File: src/rtl/collaudo_pkg.sv
// Shared types and helpers for the collaudo_porta NAND self-test sequencer.
package collaudo_pkg;

    typedef enum logic [1:0] {
        ST_IDLE   = 2'd0,
        ST_SETTLE = 2'd1,
        ST_CHECK  = 2'd2,
        ST_FINE   = 2'd3
    } stato_t;

    localparam int N_VETTORI = 4;

    function automatic logic atteso_nand(input logic x, input logic y);
        return ~(x & y);
    endfunction

endpackage

File: src/rtl/collaudo_porta_contatore_attesa.sv
// Loadable down-counter that times the settle interval; zero_o flags expiry.
module contatore_attesa #(
    parameter int W = 2
) (
    input  logic         clk_i,
    input  logic         rst_i,
    input  logic         load_i,
    input  logic [W-1:0] val_i,
    input  logic         dec_i,
    output logic         zero_o
);

    logic [W-1:0] cnt_q;

    // Load takes priority; decrement holds at zero instead of wrapping.
    always_ff @(posedge clk_i or posedge rst_i) begin
        if (rst_i) begin
            cnt_q <= '0;
        end else if (load_i) begin
            cnt_q <= val_i;
        end else if (dec_i && (cnt_q != '0)) begin
            cnt_q <= cnt_q - W'(1);
        end
    end

    assign zero_o = (cnt_q == '0);

endmodule

File: src/rtl/collaudo_porta.sv
// NAND self-test sequencer: applies all four {y,x} vectors, checks z, counts mismatches.
// Optional first-failure log enabled by defining COLLAUDO_ERRLOG_EN.
module collaudo_porta
    import collaudo_pkg::*;
#(
    parameter int SETTLE = 2,
    parameter int ERRW   = 4
) (
    input  logic            clk_i,
    input  logic            rst_i,
    input  logic            start_i,
    output logic            x_o,
    output logic            y_o,
    input  logic            z_i,
    output logic            busy_o,
    output logic            done_o,
    output logic [ERRW-1:0] err_cnt_o,
`ifdef COLLAUDO_ERRLOG_EN
    output logic [1:0]      first_fail_o,
    output logic            first_fail_vld_o,
`endif
    output logic            pass_o
);

    localparam int              CW       = $clog2(SETTLE) + 1;
    localparam logic [CW-1:0]   RICARICA = CW'(SETTLE - 1);
    localparam logic [ERRW-1:0] ERR_MAX  = '1;

    if (SETTLE < 1) begin : g_settle_illegal
        $error("collaudo_porta: SETTLE must be at least 1");
    end

    stato_t          stato_q;
    logic [1:0]      idx_q;
    logic [1:0]      idx_d;
    logic            x_q, y_q, busy_q, done_q, pass_q;
    logic [ERRW-1:0] err_q;
    logic [ERRW-1:0] err_d;

    logic start_ok_s, errore_s, ultimo_s, zero_s, cnt_load_s, cnt_dec_s;

    assign start_ok_s = start_i && ((stato_q == ST_IDLE) || (stato_q == ST_FINE));
    assign ultimo_s   = (idx_q == 2'(N_VETTORI - 1));
    assign errore_s   = (stato_q == ST_CHECK) && (z_i != atteso_nand(idx_q[0], idx_q[1]));
    assign idx_d      = idx_q + 2'd1;

    // Next mismatch count, saturating at all-ones.
    always_comb begin
        err_d = err_q;
        if (errore_s && (err_q != ERR_MAX)) begin
            err_d = err_q + ERRW'(1);
        end else begin
            err_d = err_q;
        end
    end

    // Settle timer is reloaded on every new vector and counts down only while settling.
    always_comb begin
        cnt_load_s = 1'b0;
        cnt_dec_s  = 1'b0;
        if (start_ok_s || ((stato_q == ST_CHECK) && !ultimo_s)) begin
            cnt_load_s = 1'b1;
        end else begin
            cnt_load_s = 1'b0;
        end
        cnt_dec_s = (stato_q == ST_SETTLE);
    end

    contatore_attesa #(.W(CW)) u_attesa (
        .clk_i  (clk_i),
        .rst_i  (rst_i),
        .load_i (cnt_load_s),
        .val_i  (RICARICA),
        .dec_i  (cnt_dec_s),
        .zero_o (zero_s)
    );

    // Sequencer FSM with registered vector drive and result outputs.
    always_ff @(posedge clk_i or posedge rst_i) begin
        if (rst_i) begin
            stato_q <= ST_IDLE;
            idx_q   <= 2'd0;
            x_q     <= 1'b0;
            y_q     <= 1'b0;
            busy_q  <= 1'b0;
            done_q  <= 1'b0;
            pass_q  <= 1'b0;
            err_q   <= '0;
        end else begin
            case (stato_q)
                ST_IDLE, ST_FINE: begin
                    if (start_i) begin
                        stato_q <= ST_SETTLE;
                        idx_q   <= 2'd0;
                        x_q     <= 1'b0;
                        y_q     <= 1'b0;
                        busy_q  <= 1'b1;
                        done_q  <= 1'b0;
                        pass_q  <= 1'b0;
                        err_q   <= '0;
                    end
                end
                ST_SETTLE: begin
                    if (zero_s) begin
                        stato_q <= ST_CHECK;
                    end
                end
                ST_CHECK: begin
                    err_q <= err_d;
                    if (ultimo_s) begin
                        stato_q <= ST_FINE;
                        x_q     <= 1'b0;
                        y_q     <= 1'b0;
                        busy_q  <= 1'b0;
                        done_q  <= 1'b1;
                        pass_q  <= (err_d == '0);
                    end else begin
                        stato_q <= ST_SETTLE;
                        idx_q   <= idx_d;
                        x_q     <= idx_d[0];
                        y_q     <= idx_d[1];
                    end
                end
                default: begin
                    stato_q <= ST_IDLE;
                end
            endcase
        end
    end

    assign x_o       = x_q;
    assign y_o       = y_q;
    assign busy_o    = busy_q;
    assign done_o    = done_q;
    assign pass_o    = pass_q;
    assign err_cnt_o = err_q;

`ifdef COLLAUDO_ERRLOG_EN
    logic [1:0] ff_q;
    logic       ffv_q;

    // Keep only the first failing {y,x} of a pass.
    always_ff @(posedge clk_i or posedge rst_i) begin
        if (rst_i) begin
            ff_q  <= 2'b00;
            ffv_q <= 1'b0;
        end else if (start_ok_s) begin
            ff_q  <= 2'b00;
            ffv_q <= 1'b0;
        end else if (errore_s && !ffv_q) begin
            ff_q  <= idx_q;
            ffv_q <= 1'b1;
        end
    end

    assign first_fail_o     = ff_q;
    assign first_fail_vld_o = ffv_q;
`endif

endmodule

File: config.mk
export PLATFORM = sky130hd
export DESIGN_NAME = collaudo_porta
export DESIGN_NICKNAME = d
export VERILOG_FILES = /design/src/rtl/collaudo_pkg.sv /design/src/rtl/collaudo_porta_contatore_attesa.sv /design/src/rtl/collaudo_porta.sv
export SDC_FILE = /design/constraint.sdc
export NUM_CORES = 1
export LEC_CHECK = 0
export ABC_CLOCK_PERIOD_IN_PS = 1700
export CAP_MARGIN = 20
export CORE_MARGIN = 1
export CORE_UTILIZATION = 47
export DETAILED_ROUTE_END_ITERATION = 7
export PLACE_DENSITY_LB_ADDON = 0.12
export SLEW_MARGIN = 10
export SYNTH_ARGS = -nofsm -noshare
export SYNTH_HDL_FRONTEND = slang
export SYNTH_SLANG_ARGS = --single-unit
File: constraint.sdc
create_clock -name clk_i -period 1.7 [get_ports clk_i]
set_input_delay 0.34 -clock clk_i [delete_from_list [all_inputs] [get_ports clk_i]]
set_output_delay 0.34 -clock clk_i [all_outputs]
set_load 0.02 [all_outputs]
; After elaboration in Yosys (flattened, before gate mapping)
; Cells that the tools add are included.
[totals]
elab_cells = 68
inputBits = 4
output_inout_bits = 9
register_bits = 15
[classes]
reduce_logical = 19
bitwise = 2
muxes = 25
n_eq_ne = 10
add_sub_neg = 3
[ops]
columns = cell, n
row1 = $mux 2, 7
row2 = $pmux 1 s2, 5
row3 = $mux 1, 8
row4 = $mux 4, 2
row5 = $ne 2x2->1 const B, 4
row6 = $pmux 4 s2, 1
row7 = $eq 2x2->1 const B, 3
row8 = $pmux 2 s3, 1
row9 = $reduce_and 3->1, 2
row10 = $reduce_bool 2->1, 3
row11 = $logic_and 1x1->1, 5
row12 = $add 4x1->4 const B, 1
row13 = $logic_not 2->1, 2
row14 = $logic_not 4->1, 1
row15 = $ne 4x4->1 const B, 1
row16 = $pmux 2 s2, 1
row17 = $reduce_and 2->1, 2
row18 = $add 2x1->2 const B, 1
row19 = $eq 2x1->1 const B, 1
row20 = $logic_or 1x1->1, 2
row21 = $reduce_or 2->1, 1
row22 = $sub 2x1->2 const B, 1
row23 = $and 1x1->1, 1
row24 = $logic_not 1->1, 1
row25 = other kinds (2), 2

; Longest topological paths before layout
[logic_depth]
depth_word = 9
depth_mapped = 7
mapped_depth_nobuf = 6

; Cells and area by module
; Synthesis repeated with hierarchy kept, for this count alone.
[hier_totals]
cells_unflattened = 103
area_unflattened_um2 = 924.6
[by_module_without_submodules]
columns = module, area_each_um2, seq_area_each_um2, cells_each, n_inst
row1 = collaudo_porta, 789.5, 325.3, 90, 1
row2 = contatore_attesa, 135.1, 50.0, 13, 1

; Least setup slack after synthesis
; No wires, ideal clock.
[synth_timing]
path_type = flip-flop to flip-flop
start = register idx_q[0]
end = register pass_q, in the netlist pass_o
arrival_ps = 1566
required_time_ps = 1596
synth_period_minus_slack_ps = 1669
path_stages_with_launch = 7
path_slack_ps = 31
path_buffers = 1
setup_time_ps = 104
cell_sequence = dfrtp_1 -> ha_1 -> buf_6 -> xnor2_4 -> nand3_2 -> mux2_4 -> o41ai_2
[synth_between]
elab_chain_len = 9
word_cells_on_any_way = 12
cone_classes = eq/ne: 3 / mux: 3 / bitwise: 2 / reduce/logical: 4
[synth_lines]
columns = element, line
row1 = from (decl), collaudo_porta.sv:34  ; logic [1:0] idx_q;
row2 = from (signal assigned), collaudo_porta.sv:119  ; idx_q <= idx_d;
row3 = $and 1x1->1, collaudo_pkg.sv:14  ; return ~(x & y);
row4 = $not 1->1, collaudo_pkg.sv:14
row5 = $ne 1x1->1, collaudo_porta.sv:44  ; assign errore_s = (stato_q == ST_CHECK) && (z_i != atteso_nand(idx_q[0], idx_q[1]));
row6 = $logic_and 1x1->1, collaudo_porta.sv:44
row7 = $logic_and 1x1->1, collaudo_porta.sv:50  ; if (errore_s && (err_q != ERR_MAX)) begin
row8 = $mux 4, collaudo_porta.sv:50
row9 = $logic_not 4->1, collaudo_porta.sv:116  ; pass_q <= (err_d == '0);
row10 = $mux 1, collaudo_porta.sv:110  ; if (ultimo_s) begin
row11 = $pmux 1 s2, collaudo_porta.sv:90  ; case (stato_q)
row12 = to (signal assigned), collaudo_porta.sv:116
row13 = to (decl), collaudo_porta.sv:36  ; logic x_q, y_q, busy_q, done_q, pass_q;
; Parallel ways exist; a longest one is shown, timed or not. The select of a mux whose other input is x is not followed.
; A chain may end at the register's enable or synchronous reset.

; Worst setup path after layout
[layout_timing]
start = register busy_q, in the netlist busy_o
end = output busy_o
[layout_rtl]
columns = element, line
row1 = from (decl), collaudo_porta.sv:36
row2 = from (signal assigned), collaudo_porta.sv:85  ; busy_q <= 1'b0;
row3 = from (signal assigned), collaudo_porta.sv:97  ; busy_q <= 1'b1;
row4 = from (signal assigned), collaudo_porta.sv:114  ; busy_q <= 1'b0;
row5 = to (decl), collaudo_porta.sv:15  ; output logic busy_o,
; No word-level cell between the ends.

==> out/results.ini <==
[synth]
yosysTopAreaCell=dfrtp_1
synthAdderAreaFrac_pct=8.23
synthCells=97
synth-compound-area-share_pct=18.7
syn_area_per_cell_um2=9.40
synthSimpleGateAreaFrac_pct=19.3
synth_top_family_by_area=simple AND/OR/NAND/NOR gates
synth_cell_types=34
synthMuxAreaShare_pct=2.74
synth_top_area_share_pct=41.2
synth_nets=107
ys_seq_elements=15
yosysSeqAreaShare_pct=41.2
netlist_area_um2=912
synth_xor_area_share_pct=3.98
yosys_warnings=0
synth.area.top_cells=dfrtp_1, ha_1, nand2_1

[timing]
grt_setup_unrepaired=no
post-route-period-util_pct=95.2
max_freq_mhz=618
relSlewSlack_pct=79.7
fin_crit_ns=1.62
hold_violations=0
finalMaxSlewViolations=0
worst_pin_slew_ns=0.301
tns_ns=0
finClkSkew_ns=0.00511
setup_viol=0

[finish]
drive_above_1_share_pct=19.5
final_common_cell=nand2_1
utilization_pct=66.5
final_cell_mix=nand2_1, dfrtp_1, buf_4
antenna_cells=0
nNetsFinal=134
multi_input_comb_area_um2=488
syn2layout_area_growth_pct=28.5
seq_area_um2=375
fillerInstances=166
stdcell_count=148

[die]
die_w_um=46.1
initial_core_util_pct=51.7
core_um2=1760
rows=15
io_pins=13
die_h_um=46.1
die_area_um2=2120

[drt]
via_per_inst=5.31
drtIter0Drc=7
first_pass_iters=4
wirelength_mm=1.82
drtAntennaViolNets=0
drc=0
route.vias.total=786
detail_route.wl_per_cell_um=12.3

[critical_path]
r2r_setup_slack_ns=0.09
crit_cells=1
cp.arrival_ns=1.28
r2r_start=idx_q[1]
crit_buf_inv=1
crit_end=busy_o
critPathKind=register to output pin
worstPathCellList=clkdlybuf4s50_1
crit_path_end_kind=output pin
slowest_stage=clkdlybuf4s50_1
cp-start-kind=register
max_stage_delay_ns=0.62
crit_fanout=3
critPathRequiredTime_ns=1.36
cp_top_family=buffers and inverters
rr_worst_depth=5
startpoint=busy_o
r2r_end=pass_o

[grt]
grt_pass1_wl_mm=3.08
grt_usage_pct=20.3
grt_max_degree=16
grt_antenna_before_repair=0
grt_pass1_vias=756
overflow=0

[run]
maxCapViolCount=0

[power]
p_leak_nw=0.575
vdd_ir_drop_max_v=0.000738
power.density_nw_per_um2=1210

[clocking]
cts-buffers-inserted=3
cts_num_sinks=15
hold_buffers=0
cts_setup_buffers=0
clkTransAtPathRegs_ns=0.09
cts_resized=2
ctsHtreeMaxLevel=1
insertion_delay_ns=0.28
cts_tree=done
clockRootBuffer=clkbuf_4
cts.path.max_buffers=2

[place]
io_buffers=12
place_congestion=0.813
dp.final_hpwl_mm=1.40
placedCellCount=144

[worst_hold_path]
hp-class=primary input to async pin

[run_status]
status=complete, no violations

layer usage:
metal / track usage (%) / share of wire [%]
met1: 26.7 / 47
met2: 32.7 / 48
met3: 3.14 / 3.3
met4: 9.41 / 1.4
met5: 0 / 0
worst min-delay path by stage:
stage	from	to	slack, ns	depth (start not counted)
global route	rst_i	done_o	0.39	3
CTS	rst_i	u_attesa.cnt_q[0]	0.35	3
global placement	y_o	y_o	0.48	1
detailed placement	x_o	x_o	0.49	1
finish	rst_i	u_attesa.cnt_q[0]	0.35	3
floorplan	rst_i	busy_o	0.24	1
final cells by class:
cell class | instances | share of cell area (%)
multi-input combinational | 71 | 41.6
sequential | 15 | 32.0
timing repair buffer | 26 | 19.2
tap | 25 | 2.67
clock buffer | 4 | 2.24
inverter | 7 | 2.24
through the flow:
step	hold WS (ns)	total power [mW]	setup WS, ns	instance area, um^2
3_3_place_gp	0.479	1.19	-0.104	1140
6_report	0.348	1.42	0.0811	1170
4_1_cts	0.345	1.42	0.00248	1160
5_1_grt	0.389	1.54	0.0320	1170
2_1_floorplan	0.241	0.940	0.0305	912
3_5_place_dp	0.489	1.21	-0.151	1140
state kept, by name, indices dropped and copies added, names as in the netlist:
| name | cells |
|---|---|
| err_cnt_o | 4 |
| done_o | 1 |
| idx_q | 2 |
| busy_o | 1 |
| x_o | 1 |
| u_attesa.cnt_q | 2 |
| y_o | 1 |
| stato_q | 2 |
| pass_o | 1 |
power by group:
group | switching, mW | internal (mW)
Clock | 0.110 | 0.0910
Combinational | 0.399 | 0.334
Sequential | 0.0519 | 0.431
cells in the mapped netlist:
library cell  instances
and3_1                2
and2b_1               1
o21ai_1               1
dfrtp_1              15
and3_2                1
mux2i_1               1
xnor2_1               1
a31oi_1               1
a21oi_1               6
clkbuf_1              1
nor4b_1               1
nand3_1               1
inv_1                 7
nand4_1               1
a22o_1                2
o21ai_0               6
o41ai_2               1
o221ai_1              2
a32o_1                2
a311oi_1              1
nand2b_1              2
ha_1                  6
nand2_1              20
buf_4                 1
buf_6                 1
xnor2_4               1
or2b_1                1
nor2_1                5
a41oi_1               1
nand3_2               1
nor3_1                1
o211a_1               1
mux2_4                1
buf_2                 1
kinds of logic (layout without fill, tap and decap cells):
group / Yosys count / in the layout
AND/OR/NAND/NOR: 37 / 37
AO/OA/AOI/OAI: 24 / 24
flip-flops: 15 / 15
buffers and inverters: 11 / 37
adder cells (fa/ha/maj): 6 / 6
XOR/XNOR: 2 / 2
multiplexers: 2 / 2
(Power assumes the default switching activity.)
